### src/rtl/conv_sched_pkg.sv
// ---------------------------------------------------------------------------
// conv_sched_pkg
//
// Shared types for the 3x3 convolution window scheduler.
//   SCHED_DIM_W   : default width of geometry fields and position counters
//   sched_state_t : frame sequencer states
//   pos_tag_t     : position tag carried alongside each window beat
// ---------------------------------------------------------------------------
package conv_sched_pkg;

    localparam int SCHED_DIM_W = 16;

    typedef enum logic [2:0] {
        IDLE  = 3'd0,
        CLEAR = 3'd1,
        RUN   = 3'd2,
        DRAIN = 3'd3,
        DONE  = 3'd4
    } sched_state_t;

    // Tag fields are sized by SCHED_DIM_W, so the scheduler's DIM_W parameter
    // must stay equal to it.
    typedef struct packed {
        logic                   legal;
        logic [SCHED_DIM_W-1:0] row;
        logic [SCHED_DIM_W-1:0] col;
    } pos_tag_t;

endpackage

### src/rtl/conv_window_scheduler_tag_pipe.sv
// ---------------------------------------------------------------------------
// sched_tag_pipe
//
// Enabled shift register of position tags. A tag is shifted in only when
// shift_en is high, so the pipe advances in lock-step with the window beats
// rather than with the clock.
//
// Ports:
//   clk, rst  : clock, asynchronous active-high reset
//   clear     : synchronous clear of all stages (start of a new frame)
//   shift_en  : advance the pipe by one stage
//   tag_in    : tag entering stage 0
//   tag_head  : oldest tag (last stage)
// ---------------------------------------------------------------------------
module sched_tag_pipe
    import conv_sched_pkg::*;
#(
    parameter int DEPTH = 2
) (
    input  logic     clk,
    input  logic     rst,
    input  logic     clear,
    input  logic     shift_en,
    input  pos_tag_t tag_in,
    output pos_tag_t tag_head
);

    pos_tag_t stage_q [DEPTH];
    pos_tag_t stage_d [DEPTH];

    always_comb begin
        for (int i = 0; i < DEPTH; i++) begin
            stage_d[i] = stage_q[i];
        end
        if (clear) begin
            for (int i = 0; i < DEPTH; i++) begin
                stage_d[i] = '0;
            end
        end else if (shift_en) begin
            stage_d[0] = tag_in;
            for (int i = 1; i < DEPTH; i++) begin
                stage_d[i] = stage_q[i-1];
            end
        end
    end

    always_ff @(posedge clk or posedge rst) begin
        if (rst) begin
            for (int i = 0; i < DEPTH; i++) begin
                stage_q[i] <= '0;
            end
        end else begin
            for (int i = 0; i < DEPTH; i++) begin
                stage_q[i] <= stage_d[i];
            end
        end
    end

    assign tag_head = stage_q[DEPTH-1];

endmodule

### src/rtl/conv_window_scheduler.sv
// ---------------------------------------------------------------------------
// conv_window_scheduler
//
// Frame-level sequencer for the 3x3 line-buffered kernel window. One frame is
// accepted per start command: the window is cleared, the stream is forwarded
// beat by beat under downstream backpressure, every window beat is tagged
// with its centre position, windows straddling a row boundary are masked,
// and the window pipeline is flushed with WIN_LAT zero beats at frame end.
//
// Optional feature macro: SCHED_PERF_EN adds perf_stall_cycles and
// perf_windows saturating 32-bit counters (cleared at every frame start).
//
// Ports:
//   clk, rst                 : clock, asynchronous active-high reset
//   start                    : frame start request (sampled in IDLE only)
//   cfg_width/height/channels: frame geometry, latched at start
//   in_pixel/in_valid/in_ready : upstream stream handshake
//   out_ready                : consumer can take a window this cycle
//   win_clear                : one-cycle clear to the kernel window
//   win_pixel/win_data_valid : beat into the kernel window
//   win_valid_in             : kernel window valid_out
//   out_valid/row/col/last   : legal window flag, centre position, last flag
//   busy, done, cfg_err      : status
//   perf_stall_cycles, perf_windows : only with SCHED_PERF_EN
// ---------------------------------------------------------------------------
module conv_window_scheduler
    import conv_sched_pkg::*;
#(
    parameter int DIM_W         = SCHED_DIM_W,
    parameter int PIX_W         = 64,
    parameter int WIN_LAT       = 2,
    parameter int MAX_ROW_BEATS = 8192
) (
    input  logic             clk,
    input  logic             rst,
    input  logic             start,
    input  logic [DIM_W-1:0] cfg_width,
    input  logic [DIM_W-1:0] cfg_height,
    input  logic [DIM_W-1:0] cfg_channels,
    input  logic [PIX_W-1:0] in_pixel,
    input  logic             in_valid,
    output logic             in_ready,
    input  logic             out_ready,
    output logic             win_clear,
    output logic [PIX_W-1:0] win_pixel,
    output logic             win_data_valid,
    input  logic             win_valid_in,
    output logic             out_valid,
    output logic [DIM_W-1:0] out_row,
    output logic [DIM_W-1:0] out_col,
    output logic             out_last,
    output logic             busy,
    output logic             done,
`ifdef SCHED_PERF_EN
    output logic [31:0]      perf_stall_cycles,
    output logic [31:0]      perf_windows,
`endif
    output logic             cfg_err
);

    localparam int                 FL_W   = (WIN_LAT < 2) ? 1 : $clog2(WIN_LAT);
    localparam logic [2*DIM_W-1:0] MAX_RB = (2*DIM_W)'(MAX_ROW_BEATS);

    sched_state_t     state_q, state_d;
    logic [DIM_W-1:0] height_q, height_d;
    logic [DIM_W-1:0] row_beats_q, row_beats_d;
    logic [DIM_W-1:0] row_q, row_d;
    logic [DIM_W-1:0] col_q, col_d;
    logic [FL_W-1:0]  flush_q, flush_d;
    logic             win_data_valid_q, win_data_valid_d;
    logic [PIX_W-1:0] win_pixel_q, win_pixel_d;
    logic             win_dv_d1_q, win_dv_d1_d;
    pos_tag_t         tag_q, tag_d;
    pos_tag_t         tag_d1_q, tag_d1_d;
    logic             cfg_err_q, cfg_err_d;

    logic [2*DIM_W-1:0] row_beats_full;
    logic               cfg_bad;
    logic               accept;
    logic               last_beat;
    pos_tag_t           head;

    // Geometry check uses the full-width product so an overflowing
    // width*channels cannot alias into an acceptable row length.
    assign row_beats_full = {{DIM_W{1'b0}}, cfg_width} * {{DIM_W{1'b0}}, cfg_channels};
    assign cfg_bad = (cfg_width < DIM_W'(3)) || (cfg_height < DIM_W'(3)) ||
                     (cfg_channels == '0) || (row_beats_full > MAX_RB);

    assign in_ready  = (state_q == RUN) && out_ready;
    assign accept    = in_ready && in_valid;
    assign last_beat = (row_q == height_q - DIM_W'(1)) && (col_q == row_beats_q - DIM_W'(1));

    always_comb begin
        state_d          = state_q;
        height_d         = height_q;
        row_beats_d      = row_beats_q;
        row_d            = row_q;
        col_d            = col_q;
        flush_d          = flush_q;
        win_data_valid_d = 1'b0;
        win_pixel_d      = win_pixel_q;
        tag_d            = tag_q;
        cfg_err_d        = 1'b0;

        case (state_q)
            IDLE: begin
                if (start) begin
                    if (cfg_bad) begin
                        cfg_err_d = 1'b1;
                    end else begin
                        height_d    = cfg_height;
                        row_beats_d = row_beats_full[DIM_W-1:0];
                        state_d     = CLEAR;
                    end
                end
            end
            CLEAR: begin
                row_d   = '0;
                col_d   = '0;
                flush_d = '0;
                state_d = RUN;
            end
            RUN: begin
                if (accept) begin
                    win_data_valid_d = 1'b1;
                    win_pixel_d      = in_pixel;
                    // A window is only complete once two full rows and two
                    // columns precede the incoming pixel; its centre then
                    // sits one row up and one column left.
                    tag_d.legal = (row_q >= DIM_W'(2)) && (col_q >= DIM_W'(2));
                    tag_d.row   = row_q - DIM_W'(1);
                    tag_d.col   = col_q - DIM_W'(1);
                    if (col_q == row_beats_q - DIM_W'(1)) begin
                        col_d = '0;
                        row_d = row_q + DIM_W'(1);
                    end else begin
                        col_d = col_q + DIM_W'(1);
                    end
                    if (last_beat) begin
                        state_d = DRAIN;
                    end
                end
            end
            DRAIN: begin
                // Zero beats push the final real windows out of the kernel
                // window; their own tags are never legal.
                if (out_ready) begin
                    win_data_valid_d = 1'b1;
                    win_pixel_d      = '0;
                    tag_d            = '0;
                    if (flush_q == FL_W'(WIN_LAT - 1)) begin
                        state_d = DONE;
                    end else begin
                        flush_d = flush_q + FL_W'(1);
                    end
                end
            end
            DONE: begin
                state_d = IDLE;
            end
            default: begin
                state_d = IDLE;
            end
        endcase
    end

    // The tag of a beat is held until the cycle its data_valid has been seen
    // by the window, then shifted into the pipe; the head is therefore the
    // tag of the beat WIN_LAT beats older than the one just delivered.
    always_comb begin
        win_dv_d1_d = win_data_valid_q;
        tag_d1_d    = win_data_valid_q ? tag_q : tag_d1_q;
    end

    always_ff @(posedge clk or posedge rst) begin
        if (rst) begin
            state_q          <= IDLE;
            height_q         <= '0;
            row_beats_q      <= '0;
            row_q            <= '0;
            col_q            <= '0;
            flush_q          <= '0;
            win_data_valid_q <= 1'b0;
            win_pixel_q      <= '0;
            win_dv_d1_q      <= 1'b0;
            tag_q            <= '0;
            tag_d1_q         <= '0;
            cfg_err_q        <= 1'b0;
        end else begin
            state_q          <= state_d;
            height_q         <= height_d;
            row_beats_q      <= row_beats_d;
            row_q            <= row_d;
            col_q            <= col_d;
            flush_q          <= flush_d;
            win_data_valid_q <= win_data_valid_d;
            win_pixel_q      <= win_pixel_d;
            win_dv_d1_q      <= win_dv_d1_d;
            tag_q            <= tag_d;
            tag_d1_q         <= tag_d1_d;
            cfg_err_q        <= cfg_err_d;
        end
    end

    sched_tag_pipe #(
        .DEPTH (WIN_LAT)
    ) u_tag_pipe (
        .clk      (clk),
        .rst      (rst),
        .clear    (state_q == CLEAR),
        .shift_en (win_dv_d1_q),
        .tag_in   (tag_d1_q),
        .tag_head (head)
    );

    assign win_clear      = (state_q == CLEAR);
    assign win_pixel      = win_pixel_q;
    assign win_data_valid = win_data_valid_q;
    assign busy           = (state_q != IDLE);
    assign done           = (state_q == DONE);
    assign cfg_err        = cfg_err_q;

    assign out_valid = win_dv_d1_q && win_valid_in && head.legal;
    assign out_row   = head.row;
    assign out_col   = head.col;
    assign out_last  = out_valid && (head.row == height_q - DIM_W'(2)) &&
                       (head.col == row_beats_q - DIM_W'(2));

`ifdef SCHED_PERF_EN
    logic [31:0] perf_stall_q, perf_stall_d;
    logic [31:0] perf_win_q, perf_win_d;

    always_comb begin
        perf_stall_d = perf_stall_q;
        perf_win_d   = perf_win_q;
        if (state_q == CLEAR) begin
            perf_stall_d = '0;
            perf_win_d   = '0;
        end else begin
            if ((state_q == RUN) && in_valid && !out_ready && (perf_stall_q != '1)) begin
                perf_stall_d = perf_stall_q + 32'd1;
            end
            if (out_valid && (perf_win_q != '1)) begin
                perf_win_d = perf_win_q + 32'd1;
            end
        end
    end

    always_ff @(posedge clk or posedge rst) begin
        if (rst) begin
            perf_stall_q <= '0;
            perf_win_q   <= '0;
        end else begin
            perf_stall_q <= perf_stall_d;
            perf_win_q   <= perf_win_d;
        end
    end

    assign perf_stall_cycles = perf_stall_q;
    assign perf_windows      = perf_win_q;
`else
    // Performance counters are not built in this configuration.
`endif

endmodule

### config.mk
export PLATFORM = sky130hd
export DESIGN_NAME = conv_window_scheduler
export DESIGN_NICKNAME = d
export VERILOG_FILES = /design/src/rtl/conv_sched_pkg.sv /design/src/rtl/conv_window_scheduler_tag_pipe.sv /design/src/rtl/conv_window_scheduler.sv
export SDC_FILE = /design/constraint.sdc
export NUM_CORES = 1
export LEC_CHECK = 0
export ABC_AREA = 1
export CORE_MARGIN = 5
export CORE_UTILIZATION = 50
export CTS_CLUSTER_SIZE = 25
export DETAILED_ROUTE_END_ITERATION = 16
export GPL_TIMING_DRIVEN = 0
export PLACE_DENSITY = 0.79
export SYNTH_ARGS = -nofsm -noshare
export SYNTH_HDL_FRONTEND = slang
export SYNTH_HIERARCHICAL = 1
export SYNTH_SLANG_ARGS = --single-unit
export TNS_END_PERCENT = 10
### constraint.sdc
create_clock -name clk -period 8.32 [get_ports clk]
set_input_delay 1.248 -clock clk [delete_from_list [all_inputs] [get_ports clk]]
set_output_delay 1.248 -clock clk [all_outputs]
set_load 0.01 [all_outputs]
==> results of run 1 <==
==> logic make-up after synthesis <==
kind of cell | count (synthesis) | synth area share
muxes | 4 | 0.00194
DFF | 267 | 0.288
xor gates and xnor gates | 122 | 0.0460
and+or+nand+nor | 1317 | 0.235
buffers and inverters | 747 | 0.130
adders and majority gates | 310 | 0.230
AOI/OAI and AO/OA | 256 | 0.0702
==> power groups by stage <==
stage          logic [mW]  registers, mW  clock network, mW
6_report             6.11           1.46               1.41
5_1_grt              7.05           1.47               1.48
4_1_cts              6.05           1.46               1.42
3_5_place_dp         6.00           1.48                  0
3_3_place_gp         5.92           1.48                  0
2_1_floorplan        4.65           1.47                  0
==> through the flow <==
stage                     std cells  TNS, ns  total power [mW]  utilization  hold WS (ns)
final                          3874        0              8.98        0.583         0.473
after global routing           3874        0              10.0        0.583         0.490
after CTS                      3871        0              8.93        0.583         0.475
after detailed placement       3821        0              7.49        0.561         0.459
after global placement         3819  -245.39              7.41        0.560         0.455
after floorplan                3023        0              6.12            -         0.433
==> final timing paths <==
kind / start / to / slack (ns) / depth (start not counted)
setup / recovery: cfg_width[9] / height_q[2]$_DFFE_PP0P_ / 0.64 / 24
hold reg to reg: u_tag_pipe/tag_head[15]$_DFFE_PP0P_ / u_tag_pipe/tag_head[15]$_DFFE_PP0P_ / 0.47 / 2
setup reg to reg: row_beats_q[0]$_DFFE_PP0P_ / col_q[7]$_DFFE_PP0P_ / 5.34 / 14
max in group asynchronous: rst / win_pixel[42]$_DFFE_PP0P_ / 6.06 / 3
min in group asynchronous: rst / u_tag_pipe/tag_head[3]$_DFFE_PP0P_ / 1.26 / 2
hold / removal: u_tag_pipe/tag_head[15]$_DFFE_PP0P_ / u_tag_pipe/tag_head[15]$_DFFE_PP0P_ / 0.47 / 2
==> registers in the layout (all words and copies together), names as in the netlist <==
name                 cells
row_beats_q             16
u_tag_pipe/stage_q      33
row_q                   16
col_q                   16
win_data_valid           1
cfg_err                  1
height_q                16
win_dv_d1_q              1
state_q                  3
flush_q                  1
tag_d1_q                33
u_tag_pipe/tag_head     33
win_pixel               64
tag_q                   33
==> Yosys cell counts, drive strengths merged <==
cell type / n
nand3b: 10
ha: 116
a21oi: 60
buf: 69
o21bai: 3
a31oi: 2
fa: 194
nand2: 845
a22o: 65
a21o: 1
o32ai: 2
nor4: 5
inv: 570
nand4: 33
xnor2: 27
a221oi: 1
clkinv: 1
nor3b: 1
a2111oi: 1
o2111ai: 1
nand3: 157
o22ai: 33
mux2: 4
o21ai: 85
and3: 3
nor3: 24
clkbuf: 107
and2: 3
o221ai: 1
or2: 13
o31ai: 1
xor2: 95
nor2: 223
dfrtp: 267
==> placed cells by master, fill, tap and decap left out, types with 6 or more instances in the layout <==
master / netlist / layout
clkbuf_16: 0 / 27
xor2_1: 95 / 95
nand2_2: 6 / 6
inv_1: 567 / 565
a22o_1: 65 / 65
nor3_1: 22 / 21
nand2_1: 839 / 839
or2_2: 12 / 12
xnor2_1: 27 / 27
clkbuf_1: 107 / 109
nand4_1: 32 / 32
nand3_1: 154 / 154
nor2_1: 210 / 210
o21ai_1: 22 / 22
nand3b_1: 10 / 10
fa_1: 194 / 194
buf_4: 39 / 39
bufinv_16: 0 / 8
ha_1: 116 / 116
o22ai_1: 33 / 33
nor2_2: 8 / 8
a21oi_1: 59 / 59
o21ai_2: 6 / 6
dfrtp_1: 267 / 267
buf_2: 24 / 24
clkdlybuf4s50_1: 0 / 189
o21ai_0: 57 / 57
==> worst max-delay path, cell delays in order <==
cell	delay [ns]
clkbuf_1	0.43
clkbuf_1	0.59
nand2_1	0.17
fa_1	0.55
fa_1	0.49
inv_1	0.05
fa_1	0.52
fa_1	0.47
fa_1	0.52
fa_1	0.50
ha_1	0.39
nand2_1	0.13
nor2_1	0.29
nand3_1	0.15
nand3b_1	0.26
nand2_1	0.11
nand3_1	0.10
nand2_1	0.06
nor2_1	0.08
nand2_1	0.12
nor2_4	0.23
nand3_4	0.11
clkbuf_1	0.31
o21ai_0	0.23
==> area by class of cell <==
| cell class | instances | area [µm²] | share of cell area |
|---|---|---|---|
| antenna | 3 | 7.51 | 0.000278 |
| buffer | 176 | 867 | 0.0321 |
| clock buffer | 31 | 711 | 0.0263 |
| clock inverter | 19 | 315 | 0.0117 |
| inverter | 571 | 2150 | 0.0797 |
| multi-input combinational | 2009 | 13500 | 0.502 |
| sequential | 267 | 6680 | 0.248 |
| tap | 607 | 759 | 0.0281 |
| timing repair buffer | 191 | 1940 | 0.0719 |
==> routing by layer <==
layer	routed length (µm)	track usage	vias to the layer above
met5	0	0	-
li1	-	-	9632
met3	5710	0.0432	145
met4	2400	0.0804	0
met2	28600	0.388	889
met1	28900	0.383	9793
==> impl_metrics.ini, run 1 <==
[placement]
port_buffers = 189
hpwlAfterDp_mm = 52.3
dpl_worst_slack_ns = 0.194
dpl-instance-area_um2 = 25900
gp_congestion = 0.973

[clock_tree]
cts_setup_buffers = 0
cts.reportedPaths.clkPinSlew_ns = 0.06
root_buffer = clkbuf_16
cts.repair.resized = 0
cts_htree_levels = 1
ctsHoldBuffers = 0
cts_tree = done
cts_sinks = 267
cts-buffers-inserted = 27
clock_path_buffers = 3
clock_latency_ns = 0.56

[route]
drtIter0Drc = 2030
vias_per_cell = 5.28
final_antenna_net_count = 0
first_pass_iters = 6
finalWirelength_mm = 65.6
wl_per_cell_um = 16.9
vias = 20500
drc_errors = 0

[worst_setup_path]
crit_arrival_ns = 8.14
path_max_fanout = 10
criticalPathCategory = in -> reg
crit_required_ns = 8.78
cp-end-kind = flip-flop
startpoint_type = input pin

[sta]
slew_headroom = 0.376
layout_worst_path_cycle_share = 0.923
rsz0062_at_grt = no
fin_skew_ns = 0.0250
drv_slew = 0
finalHoldViolations = 0
tightest_slew_ns = 0.931
setup_slack_ns = 0.641
final-setup-viol-count = 0
clock.fmax_mhz = 130
finalCriticalPeriod_ns = 7.68

[yosys]
synth_area_leaders = dfrtp_1, fa_1, nand2_1
synth_area_per_cell_um2 = 7.69
ys_ff_latch = 267
netlist_area_um2 = 23200
synth.top_cell.area_share = 0.288
seq_area_frac_synth = 0.288
synth_nets = 3451
synthCells = 3023
synth.yosys.warnings = 6
yosys.area.top_type = dfrtp_1
synth_cell_type_count = 49

[floorplan]
initial_core_util = 0.502
dieArea_um2 = 50900
core-area_um2 = 46300
die_x_um = 226
die_y_um = 226
boundaryPins = 222
row_count = 79

[power_and_ir_drop]
powerDensity_nw_per_um2 = 333
p_sw_frac = 0.508
switchingPower_mw = 4.56
vdd_drop_max_v = 0.000443
seq_power_share = 0.163
power.share.combinational = 0.680
p_int_mw = 4.42
pwr-share-clk = 0.157
static-leakage-power_nw = 14.8

[final_layout]
syn_to_final_growth_pct = 16.1
design_area_um2 = 27000
finalNetCount = 3671
num-fill-cells = 4099
drive_gt1_frac = 0.0524

[flow_run]
maxCapViolCount = 0

[global_routing]
grt_pass1_vias = 19900
antenna_found_initial = 3
grt-ovfl-total = 0
grt_pass1_wl_mm = 106
track_usage = 0.257
grt_max_degree = 112

[outcome]
status = completed

[hold_path]
hp-class = reg -> reg
Note: power is estimated with default switching activity, not from simulation.
==> run 2, diff against run 1 <==
--- a/config.mk
+++ b/config.mk
@@ -7,11 +7,11 @@
 export LEC_CHECK = 0
 export ABC_AREA = 1
 export CORE_MARGIN = 5
-export CORE_UTILIZATION = 50
+export CORE_UTILIZATION = 45
 export CTS_CLUSTER_SIZE = 25
 export DETAILED_ROUTE_END_ITERATION = 16
 export GPL_TIMING_DRIVEN = 0
-export PLACE_DENSITY = 0.79
+export PLACE_DENSITY = 0.73
 export SYNTH_ARGS = -nofsm -noshare
 export SYNTH_HDL_FRONTEND = slang
 export SYNTH_HIERARCHICAL = 1
==> constraint.sdc (replaced) <==
create_clock -name clk -period 8.32 [get_ports clk]
set_input_delay 1.248 -clock clk [delete_from_list [all_inputs] [get_ports clk]]
set_output_delay 1.248 -clock clk [all_outputs]
set_load 0.1 [all_outputs]
==> impl_metrics.ini, run 2 (synthesized netlist as in run 1, its figures left out) <==
[outcome]
status = completed

[global_routing]
grt_max_degree = 123
antenna_found_initial = 5
grt_pass1_wl_mm = 108
grt-ovfl-total = 0
grt_pass1_vias = 19700
track_usage = 0.237

[final_layout]
layout_common_cells = nand2_1, inv_1, dfrtp_1
drive_gt1_frac = 0.0524
final_util = 0.527
finalNetCount = 3672
largest_reg_flops = 64
syn_to_final_growth_pct = 16.1
layout_commonest_cell = nand2_1
fin_cells = 3948
num-fill-cells = 4765

[route]
drtIter0Drc = 1846
first_pass_iters = 8
final_antenna_net_count = 0
vias_per_cell = 5.08
vias = 20000
finalWirelength_mm = 67.0
drc_errors = 0
wl_per_cell_um = 17.0

[placement]
gp_congestion = 0.939
hpwlAfterDp_mm = 54.0
dp_cells = 3895
dpl_worst_slack_ns = 0.184
port_buffers = 189

[flow_run]
maxCapViolCount = 0

[sta]
layout_worst_path_cycle_share = 0.933
fin_skew_ns = 0.0319
rsz0062_at_grt = no
setup_slack_ns = 0.560
drv_slew = 0
finalCriticalPeriod_ns = 7.76
tightest_slew_ns = 1.30
finalHoldViolations = 0
slew_headroom = 0.132
whs_ns = 0.470
final.setup.tns_ns = 0
final-setup-viol-count = 0
clock.fmax_mhz = 129

[worst_setup_path]
startpoint = cfg_width[9]
crit_arrival_ns = 8.23
path_cells = clkbuf_1 > clkbuf_1 > nand2_1 > fa_1 > fa_1 > inv_1 > fa_1 > fa_1 > fa_1 > fa_1 > ha_1 > nand2_1 > nor2_1 > nand3_1 > nand3b_1 > nand2_1 > nand3_1 > nand2_1 > nor2_1 > nand2_1 > nor2_4 > nand3_4 > clkbuf_1 > o21ai_0
cp_common_cell = fa_1
cp-end-kind = flip-flop
endpoint = height_q[2]$_DFFE_PP0P_
criticalPathCategory = in -> reg
cpPeakStageDelay_ns = 0.60
startpoint_type = input pin
r2r.worst_path.cells = 11
crit_required_ns = 8.79
timing.rr.start = state_q[2]$_DFFE_PP0P_
path_max_fanout = 10
ff2ff_setup_slack_ns = 5.33
r2r_end = tag_q[26]$_DFFE_PP0P_
critical_path.slowest_cell = clkbuf_1

[clock_tree]
ctsHoldBuffers = 0
cts_htree_levels = 1
cts_sinks = 267
clock_path_buffers = 3
cts_setup_buffers = 0
clock_latency_ns = 0.57
cts_tree = done
root_buffer = clkbuf_16
cts-buffers-inserted = 27
cts.repair.resized = 0
cts.reportedPaths.clkPinSlew_ns = 0.06

[floorplan]
initial_core_util = 0.454
dieArea_um2 = 56300
die_x_um = 237
boundaryPins = 222
row_count = 83
die_y_um = 237
core-area_um2 = 51200

[power_and_ir_drop]
vdd_drop_max_v = 0.000356
static-leakage-power_nw = 14.7
powerDensity_nw_per_um2 = 331

[hold_path]
hold_depth = 2
hold_start = u_tag_pipe/tag_head[30]$_DFFE_PP0P_
hp-class = reg -> reg
[run 2: cell count changes in the layout (fill, tap and decap cells not counted), sizes merged]
cell / previous run / this run
buf: 71 / 72
inv: 572 / 571
clkbuf: 138 / 145
clkinvlp: 4 / 1
bufinv: 8 / 2
clkinv: 6 / 9
[run 2: metrics by stage]
| stage | total power [mW] | cell area (µm²) |
|---|---|---|
| after floorplan | 6.22 | 23200 |
| after global placement | 7.55 | 26000 |
| after detailed placement | 7.61 | 26000 |
| after CTS | 8.92 | 27000 |
| after global routing | 10.0 | 27000 |
| final | 8.94 | 27000 |
[run 2: worst min path at each step]
stage	end	slack, ns
floorplan	u_tag_pipe/stage_q[33]$_DFFE_PP0P_	0.44
global placement	win_dv_d1_q$_DFF_PP0_	0.45
detailed placement	u_tag_pipe/tag_head[31]$_DFFE_PP0P_	0.46
CTS	u_tag_pipe/stage_q[41]$_DFFE_PP0P_	0.48
global route	u_tag_pipe/stage_q[41]$_DFFE_PP0P_	0.49
finish	u_tag_pipe/tag_head[30]$_DFFE_PP0P_	0.47
[run 2: final cells by class]
type                            instances  area [µm²]  share of cell area
Sequential cell                       267        6680               0.248
Clock inverter                         12         131             0.00487
Clock buffer                           38         797              0.0295
Multi-Input combinational cell       2009       13500               0.502
Inverter                              571        2150              0.0797
Timing Repair Buffer                  192        1950              0.0722
Buffer                                176         867              0.0321
Tap cell                              680         851              0.0315
Antenna cell                            3        7.51            0.000278
[run 2: where the power goes]
part,total (mW),switching [mW],internal [mW]
clock network,1.27,0.533,0.733
registers,1.46,0.0734,1.39
logic,6.21,4.05,2.16
[run 2: metal layers]
metal,global-route usage,share of wire,up-vias
met5,0,0.00049,-
met3,0.0475,0.083,110
met2,0.367,0.45,741
li1,-,-,9644
met4,0.0656,0.028,4
met1,0.343,0.44,9543
[run 2: worst max-delay path, delay by kind of cell]
family	cells	cell delay (ns)
buffers and inverters	4	1.48
AND/OR/NAND/NOR	12	1.82
adder cells (fa/ha/maj)	7	3.43
AO/OA/AOI/OAI	1	0.24
==> run 3, diff against run 2 <==
--- a/config.mk
+++ b/config.mk
@@ -6,7 +6,6 @@
 export NUM_CORES = 1
 export LEC_CHECK = 0
 export ABC_AREA = 1
-export CORE_MARGIN = 5
 export CORE_UTILIZATION = 45
 export CTS_CLUSTER_SIZE = 25
 export DETAILED_ROUTE_END_ITERATION = 16
==> impl_metrics.ini, run 3 (synthesized netlist as in run 1, its figures left out) <==
[placement]
dpl-instance-area_um2 = 26000
hpwlAfterDp_mm = 52.6
gp_congestion = 0.954
port_buffers = 189
dp_cells = 3886

[clock_tree]
root_buffer = clkbuf_16
clock_latency_ns = 0.57
cts.reportedPaths.clkPinSlew_ns = 0.07
cts-buffers-inserted = 27
ctsHoldBuffers = 0
cts_tree = done
cts_setup_buffers = 0
cts.repair.resized = 0
cts_htree_levels = 1
clock_path_buffers = 3
cts_sinks = 267

[outcome]
status = completed

[final_layout]
design_area_um2 = 27000
layout_commonest_cell = nand2_1
num-fill-cells = 4738
multi_input_area_um2 = 13500
finalNetCount = 3671
register_area_um2 = 6680
drive_gt1_frac = 0.0506
fin_cells = 3936
largest_reg_flops = 64
layout_common_cells = nand2_1, inv_1, dfrtp_1
syn_to_final_growth_pct = 16.0

[global_routing]
grt_pass1_vias = 20300
antenna_found_initial = 1
grt_pass1_wl_mm = 108
grt-ovfl-total = 0
grt_max_degree = 127
track_usage = 0.259

[route]
wl_per_cell_um = 16.8
vias = 20300
final_antenna_net_count = 0
drc_errors = 0
finalWirelength_mm = 66.0
vias_per_cell = 5.16
first_pass_iters = 6
drtIter0Drc = 1907

[sta]
finalCriticalPeriod_ns = 7.69
final-setup-viol-count = 0
tightest_slew_ns = 1.27
rsz0062_at_grt = no
fin_skew_ns = 0.0251
layout_worst_path_cycle_share = 0.925
clock.fmax_mhz = 130
slew_headroom = 0.152
drv_slew = 0
finalHoldViolations = 0

[worst_setup_path]
cp-end-kind = flip-flop
crit_arrival_ns = 8.17
criticalPathCategory = in -> reg
r2r.worst_path.cells = 14
path_max_fanout = 10
crit_required_ns = 8.79
startpoint_type = input pin

[hold_path]
hp-class = reg -> reg
hold_depth = 2

[power_and_ir_drop]
powerDensity_nw_per_um2 = 333
static-leakage-power_nw = 14.7
vdd_drop_max_v = 0.000401

[floorplan]
row_count = 82
dieArea_um2 = 52500
initial_core_util = 0.459
die_x_um = 229
die_y_um = 229
boundaryPins = 222
core-area_um2 = 50600

[flow_run]
maxCapViolCount = 0
-- run 3: cell types whose count changed in the layout (fill, tap and decap cells not counted), sizes merged --
cell	previous run	this run
clkinv	9	3
clkinvlp	1	2
buf	72	71
bufinv	2	3
diode	3	1
clkbuf	145	148
-- run 3: final timing paths --
path | startpoint | to | slack, ns
worst max register to register | row_beats_q[1]$_DFFE_PP0P_ | col_q[8]$_DFFE_PP0P_ | 5.27
worst min-delay path | u_tag_pipe/tag_head[26]$_DFFE_PP0P_ | u_tag_pipe/tag_head[26]$_DFFE_PP0P_ | 0.47
worst max-delay path | cfg_channels[3] | height_q[1]$_DFFE_PP0P_ | 0.63
max in group asynchronous | rst | flush_q$_DFFE_PP0P_ | 6.04
min in group asynchronous | rst | u_tag_pipe/tag_head[10]$_DFFE_PP0P_ | 1.19
worst min register to register | u_tag_pipe/tag_head[26]$_DFFE_PP0P_ | u_tag_pipe/tag_head[26]$_DFFE_PP0P_ | 0.47
-- run 3: power breakdown --
part	total, mW	switching [mW]	internal, mW
clock network	1.28	0.524	0.756
registers	1.46	0.0736	1.39
logic	6.24	4.07	2.17
-- run 3: per-layer routing --
metal / part of all wire / track usage / up-vias
met1: 0.44 / 0.369 / 9788
met2: 0.44 / 0.400 / 791
met4: 0.031 / 0.0752 / 0
met3: 0.086 / 0.0496 / 113
met5: 0 / 0 / -
li1: - / - / 9631
-- run 3: metrics by stage --
stage          TNS [ns]  utilization  worst slack [ns]  hold WS (ns)  power [mW]
5_1_grt               0        0.533             0.197         0.484        10.1
2_1_floorplan         0            -              1.31         0.443        6.22
6_report              0        0.533             0.627         0.471        8.98
4_1_cts               0        0.533             0.752         0.475        8.96
3_3_place_gp    -261.10        0.513             -1.34         0.454        7.55
3_5_place_dp          0        0.515             0.224         0.459        7.64
-- run 3: worst max-delay path, cell delays in order --
cell      delay, ns
clkbuf_1       0.47
clkbuf_1       0.51
nand2_1        0.21
fa_1           0.54
fa_1           0.49
inv_1          0.05
fa_1           0.52
fa_1           0.45
fa_1           0.55
inv_1          0.05
fa_1           0.52
inv_1          0.04
ha_1           0.36
nand2_2        0.11
nor2_2         0.21
nand3_1        0.14
nand3_1        0.21
nand2_1        0.11
nand2_1        0.08
nand2_1        0.04
a21oi_1        0.13
nand2_1        0.14
nor2_4         0.23
nand3_4        0.11
clkbuf_1       0.32
o21ai_0        0.29
-- run 3: final cells by class --
type,instances,area share
clock inverter,8,0.00501
antenna,1,0.0000928
clock buffer,41,0.0296
sequential,267,0.248
tap,672,0.0312
timing repair buffer,191,0.0719
buffer,176,0.0322
multi-input combinational,2009,0.502
inverter,571,0.0798
